<file path="src/rtl/exc_seq_ctrl.sv">
// Exception/interrupt sequencer between pipeline control and CP0.
// Optional statistics counters are built when EXC_STAT_EN is defined.
module exc_seq_ctrl #(
  parameter logic [31:0] HANDLER_VEC = 32'h0000_4180,
  parameter int          DRAIN_MAX   = 4,
  parameter int          CNT_W       = 3
) (
  input  logic        clk,
  input  logic        rst,
  input  logic        int_req,
  input  logic        sys_exc,
  input  logic [4:0]  exc_code,
  input  logic        eret,
  input  logic        inst_done,
  input  logic [31:0] pc_commit,
  input  logic [31:0] epc_in,
  output logic        stall,
  output logic        flush,
  output logic        pc_redirect,
  output logic [31:0] pc_target,
  output logic        exlset,
  output logic        exlclr,
  output logic        cp0_we,
  output logic [4:0]  cp0_addr,
  output logic [31:0] epc_val,
  output logic [4:0]  cause_code,
  output logic        busy,
  output logic        exc_err
`ifdef EXC_STAT_EN
  ,
  output logic [15:0] exc_count,
  output logic [15:0] int_count
`endif
);

  typedef enum logic [2:0] {S_IDLE, S_DRAIN, S_ENTER, S_HANDLER, S_RETURN} state_t;

  state_t      state_reg, state_next;
  logic [CNT_W-1:0] cnt_reg, cnt_next;
  logic [31:0] epc_reg, epc_next;
  logic [4:0]  code_reg, code_next;
  logic        err_reg, err_next;
  logic [31:0] next_pc_reg;

  always_ff @(posedge clk) begin
    if (rst) begin
      state_reg   <= S_IDLE;
      cnt_reg     <= '0;
      epc_reg     <= '0;
      code_reg    <= '0;
      err_reg     <= 1'b0;
      next_pc_reg <= '0;
    end else begin
      state_reg <= state_next;
      cnt_reg   <= cnt_next;
      epc_reg   <= epc_next;
      code_reg  <= code_next;
      err_reg   <= err_next;
      if (inst_done)
        next_pc_reg <= pc_commit + 32'd4;
    end
  end

  always_comb begin
    state_next = state_reg;
    cnt_next   = cnt_reg;
    epc_next   = epc_reg;
    code_next  = code_reg;
    err_next   = err_reg;
    case (state_reg)
      S_IDLE: begin
        // A committing synchronous exception beats a pending interrupt;
        // the interrupt is level-sensitive and is picked up after RETURN.
        if (sys_exc && inst_done) begin
          epc_next   = pc_commit;
          code_next  = exc_code;
          state_next = S_ENTER;
        end else if (int_req) begin
          cnt_next   = '0;
          state_next = S_DRAIN;
        end
      end
      S_DRAIN: begin
        if (inst_done && sys_exc) begin
          epc_next   = pc_commit;
          code_next  = exc_code;
          state_next = S_ENTER;
        end else if (inst_done) begin
          epc_next   = pc_commit + 32'd4;
          code_next  = 5'd0;
          state_next = S_ENTER;
        end else if (cnt_reg == CNT_W'(DRAIN_MAX - 1)) begin
          epc_next   = next_pc_reg;
          code_next  = 5'd0;
          state_next = S_ENTER;
        end else begin
          cnt_next = cnt_reg + CNT_W'(1);
        end
      end
      S_ENTER: state_next = S_HANDLER;
      S_HANDLER: begin
        if (eret && inst_done)
          state_next = S_RETURN;
        else if (sys_exc && inst_done)
          err_next = 1'b1;
      end
      S_RETURN: state_next = S_IDLE;
      default:  state_next = S_IDLE;
    endcase
  end

  // Outputs decode the registered state, so every strobe lasts one cycle.
  always_comb begin
    stall       = (state_reg == S_DRAIN);
    exlset      = (state_reg == S_ENTER);
    cp0_we      = (state_reg == S_ENTER);
    cp0_addr    = (state_reg == S_ENTER) ? 5'd14 : 5'd0;
    exlclr      = (state_reg == S_RETURN);
    flush       = (state_reg == S_ENTER) || (state_reg == S_RETURN);
    pc_redirect = (state_reg == S_ENTER) || (state_reg == S_RETURN);
    pc_target   = 32'd0;
    if (state_reg == S_ENTER)
      pc_target = HANDLER_VEC;
    else if (state_reg == S_RETURN)
      pc_target = epc_in;
    epc_val    = epc_reg;
    cause_code = code_reg;
    busy       = (state_reg != S_IDLE);
    exc_err    = err_reg;
  end

`ifdef EXC_STAT_EN
  logic entering;
  assign entering = (state_next == S_ENTER) && (state_reg != S_ENTER);

  always_ff @(posedge clk) begin
    if (rst) begin
      exc_count <= '0;
      int_count <= '0;
    end else if (entering) begin
      if (code_next == 5'd0) begin
        if (int_count != 16'hFFFF) int_count <= int_count + 16'd1;
      end else begin
        if (exc_count != 16'hFFFF) exc_count <= exc_count + 16'd1;
      end
    end
  end
`else
  // Statistics counters are not built in this configuration.
`endif

endmodule

</file>
<file path="config.mk">
export PLATFORM = sky130hd
export DESIGN_NAME = exc_seq_ctrl
export DESIGN_NICKNAME = d
export VERILOG_FILES = /design/src/rtl/exc_seq_ctrl.sv
export SDC_FILE = /design/constraint.sdc
export NUM_CORES = 1
export LEC_CHECK = 0
export CORE_MARGIN = 5
export CORE_UTILIZATION = 30
export CTS_CLUSTER_SIZE = 10
export DETAILED_ROUTE_END_ITERATION = 16
export GPL_TIMING_DRIVEN = 0
export HOLD_SLACK_MARGIN = 0.12
export REMOVE_ABC_BUFFERS = 1
export SYNTH_ARGS = -nofsm -noshare
export SYNTH_HDL_FRONTEND = slang
export SYNTH_SLANG_ARGS = --single-unit
export TNS_END_PERCENT = 100
</file>
<file path="constraint.sdc">
create_clock -name clk -period 2.7 [get_ports clk]
set_clock_uncertainty 0.1 [all_clocks]
set_input_delay 0.81 -clock clk [delete_from_list [all_inputs] [get_ports clk]]
set_output_delay 0.81 -clock clk [all_outputs]
set_load 0.01 [all_outputs]
</file>
==> flow_summary.ini <==
[sta]
timing.final.crit_share_pct = 97.45
hold_viol_final = 0
tightest_pin_transition_ns = 0.8600
min_period_ns = 2.631
report.final.slew_viol_count = 0
fmax_ghz = 0.3801
setup-violations-final = 0
timing.slew.headroom_pct = 42.67

[worst_setup_path]
critical_path.cell_chain = dlygate4sd2_1 > and3_4 > nand4_1 > nor3_4 > mux2_2 > a21oi_1 > nor3_1
worst-setup-path-type = primary input to register
worstSetupStartpointType = primary input
worstPathMaxFanout = 9
crit_required_ns = 2.78
critPathTopFamily = simple AND/OR/NAND/NOR gates
slowest_delay_ns = 0.48
cp.buffers_inverters = 1
critical_path_arrival_ns = 2.71
critical_path.endpoint_type = register
timing.critical_path.slowest_stage_cell = sky130_fd_sc_hd__dlygate4sd2_1

[clock_network]
cts_root_buf = sky130_fd_sc_hd__clkbuf_16
clock_net_sink_count = 76
clock_slew_at_the_register_clock_pins_of_the_worst_setup_and_hold_paths_ns = 0.06
clk_path_buf_depth = 2
cts_buffers = 9
cts_tree = built
worst_skew_pair_later_pin_latency_ns = 0.33
htree_levels = 3

[route]
detail_route.drc_violations = 0
final_antenna_net_count = 0
drtIter0Drc = 285
dr.pass1.iters = 4
detail_route.vias_per_cell = 5.231
detailroute.via_count = 4520
postRouteWirelength_um = 14490
detail_route.wl_per_cell_um = 16.77

[placement]
place.detailed.instances = 830
portBuffers = 154
post_dp_cell_area_um2 = 5863
gpl.final_weighted_congestion = 0.7884
detailed_place_hpwl_um = 9492

[finish]
layout.cells.non_filler = 864
most_frequent_standard_cell_in_the_layout_excluding_fill_and_tap_cells = sky130_fd_sc_hd__clkdlybuf4s50_1
area.growth.synth_to_final_pct = 49.51
final_layout_size_suffix_gt1_share_pct = 11.27
finalNetCount = 756
final_design_area_no_fill_um2 = 6427
final_cell_mix = sky130_fd_sc_hd__clkdlybuf4s50_1, sky130_fd_sc_hd__nor2_1, sky130_fd_sc_hd__dfxtp_1, sky130_fd_sc_hd__dlygate4sd2_1, sky130_fd_sc_hd__a211oi_1

[global_route]
number_of_antenna_violations_at_the_first_check_in_global_routing = 3
first_global_vias = 4460
globalRouteTotalUtil_pct = 16.89
global_route_wire_length_before_repair_um = 22360
maximum_number_of_pins_on_one_net_before_global_route_repair = 82
grt_overflow = 0

[synth]
yosys_warnings = 0
async_flop_share_pct = 0
synth_enable_flop_cells = 0
synth.avg_cell_area_um2 = 7.932
ys.flop_type = sky130_fd_sc_hd__dfxtp_1
ys_ff_latch = 76
synth.cell_area_um2 = 4299
synth_cell_type_count = 61
seq_area_frac_synth_pct = 35.39
syn_inst = 542

[pwr]
sequentialPowerShare_pct = 39.1
pwr-share-comb_pct = 25.3
p_int_mw = 2.272
total_switching_power_mw = 0.9705
clock_power_share_pct = 35.7
power.ir.vdd_worst_uv = 296.4
power.density_nw_per_um2 = 504.4
power.static_leakage_nw = 2.648
fin_total_pwr_mw = 3.242
power.switching_fraction_pct = 29.93

[die]
rows = 43
floorplan.initialDensity_pct = 30.73
die_w_um = 129.7
die-area_um2 = 16820
die_y_um = 129.7
coreArea_um2 = 13990
io-pin-count = 157

[flow_run]
max_cap_violations = 0

[run_status]
outcome = finished clean

[hold_path]
hold_class = register to register
==> cell usage after synthesis (6+ instances only) <==
library cell / n / area, µm²
sky130_fd_sc_hd__a211oi_1: 42 / 315.3
sky130_fd_sc_hd__a21oi_1: 30 / 150.1
sky130_fd_sc_hd__and2_1: 30 / 187.7
sky130_fd_sc_hd__and3_1: 7 / 43.79
sky130_fd_sc_hd__buf_2: 7 / 35.03
sky130_fd_sc_hd__buf_4: 9 / 67.56
sky130_fd_sc_hd__clkbuf_1: 29 / 108.9
sky130_fd_sc_hd__dfxtp_1: 76 / 1521
sky130_fd_sc_hd__mux2i_1: 14 / 140.1
sky130_fd_sc_hd__nand2_1: 39 / 146.4
sky130_fd_sc_hd__nand3_1: 19 / 95.09
sky130_fd_sc_hd__nand4_1: 6 / 37.54
sky130_fd_sc_hd__nor2_1: 81 / 304.0
sky130_fd_sc_hd__nor3_1: 26 / 130.1
sky130_fd_sc_hd__nor3b_1: 6 / 45.04
sky130_fd_sc_hd__nor4_1: 7 / 43.79
sky130_fd_sc_hd__o21ai_0: 12 / 60.06
sky130_fd_sc_hd__xnor2_1: 11 / 96.34
sky130_fd_sc_hd__xor2_1: 11 / 96.34
==> metal layers <==
metal  track usage, %  part of all wire, %
met1            20.80                   43
met2            26.93                   45
met3            6.386                  9.7
met4            6.296                  2.1
met5                0                 0.13
==> tightest hold or removal path, delay by kind of cell, from the launching register on <==
kind | cells | cell delay, ns
and+or+nand+nor | 1 | 0.05
DFF | 1 | 0.31
AOI/OAI and AO/OA | 1 | 0.05
==> what timing repair did <==
action                                 CTS  global route
setup buffers                           10             3
gates cloned                             2             2
pin swaps                                7             3
hold buffers                             0             0
endpoints found under the hold margin    0             0
setup endpoints to repair               88            32
resized for setup                       87            21
==> metrics by stage <==
step	setup TNS, ns	setup slack (ns)	utilization (%)	hold slack [ns]
3_3_place_gp	-247.44	-4.024	41.64	0.3367
2_1_floorplan	-17.76	-0.5492	-	0.3491
4_1_cts	0	0.0001306	45.35	0.3545
5_1_grt	-0.002277	-0.002277	45.95	0.3714
3_5_place_dp	-50.11	-1.165	41.91	0.3456
6_report	0	0.06895	45.95	0.3547
==> final timing paths <==
kind            startpoint             to  slack, ns  depth (start not counted)
max           pc_commit[4]    epc_val[23]       0.07                          7
min reg2reg  cause_code[2]  cause_code[2]       0.35                          2
min          cause_code[2]  cause_code[2]       0.35                          2
max reg2reg   state_reg[0]    epc_val[31]       0.39                          6
==> power groups by stage <==
stage | combinational, mW | clock, mW | sequential (mW)
3_5_place_dp | 0.781 | 0 | 1.29
2_1_floorplan | 0.323 | 0 | 1.31
4_1_cts | 0.825 | 1.19 | 1.27
6_report | 0.819 | 1.16 | 1.27
3_3_place_gp | 0.767 | 0 | 1.29
5_1_grt | 0.896 | 1.25 | 1.28
==> kinds of logic after synthesis <==
kind of cell | after synthesis | synth area share, %
xor+xnor | 22 | 4.482
compound gates | 123 | 20.05
mux | 17 | 4.045
fa+ha+maj | 3 | 0.8732
flops | 76 | 35.39
other cells | 1 | 0.08723
simple gates | 245 | 28.93
buf+inv | 55 | 6.140
==> layout make-up <==
type	instances	area [µm²]
flip-flops and latches	76	1533
diodes	1	2.502
repair buffers	171	1652
clock buffers	11	252.7
fillers	1351	7561
inverters	5	18.77
well taps	180	225.2
multi-input cells	415	2708
clock inverters	5	36.28
Note: power is estimated with default switching activity, not from simulation.
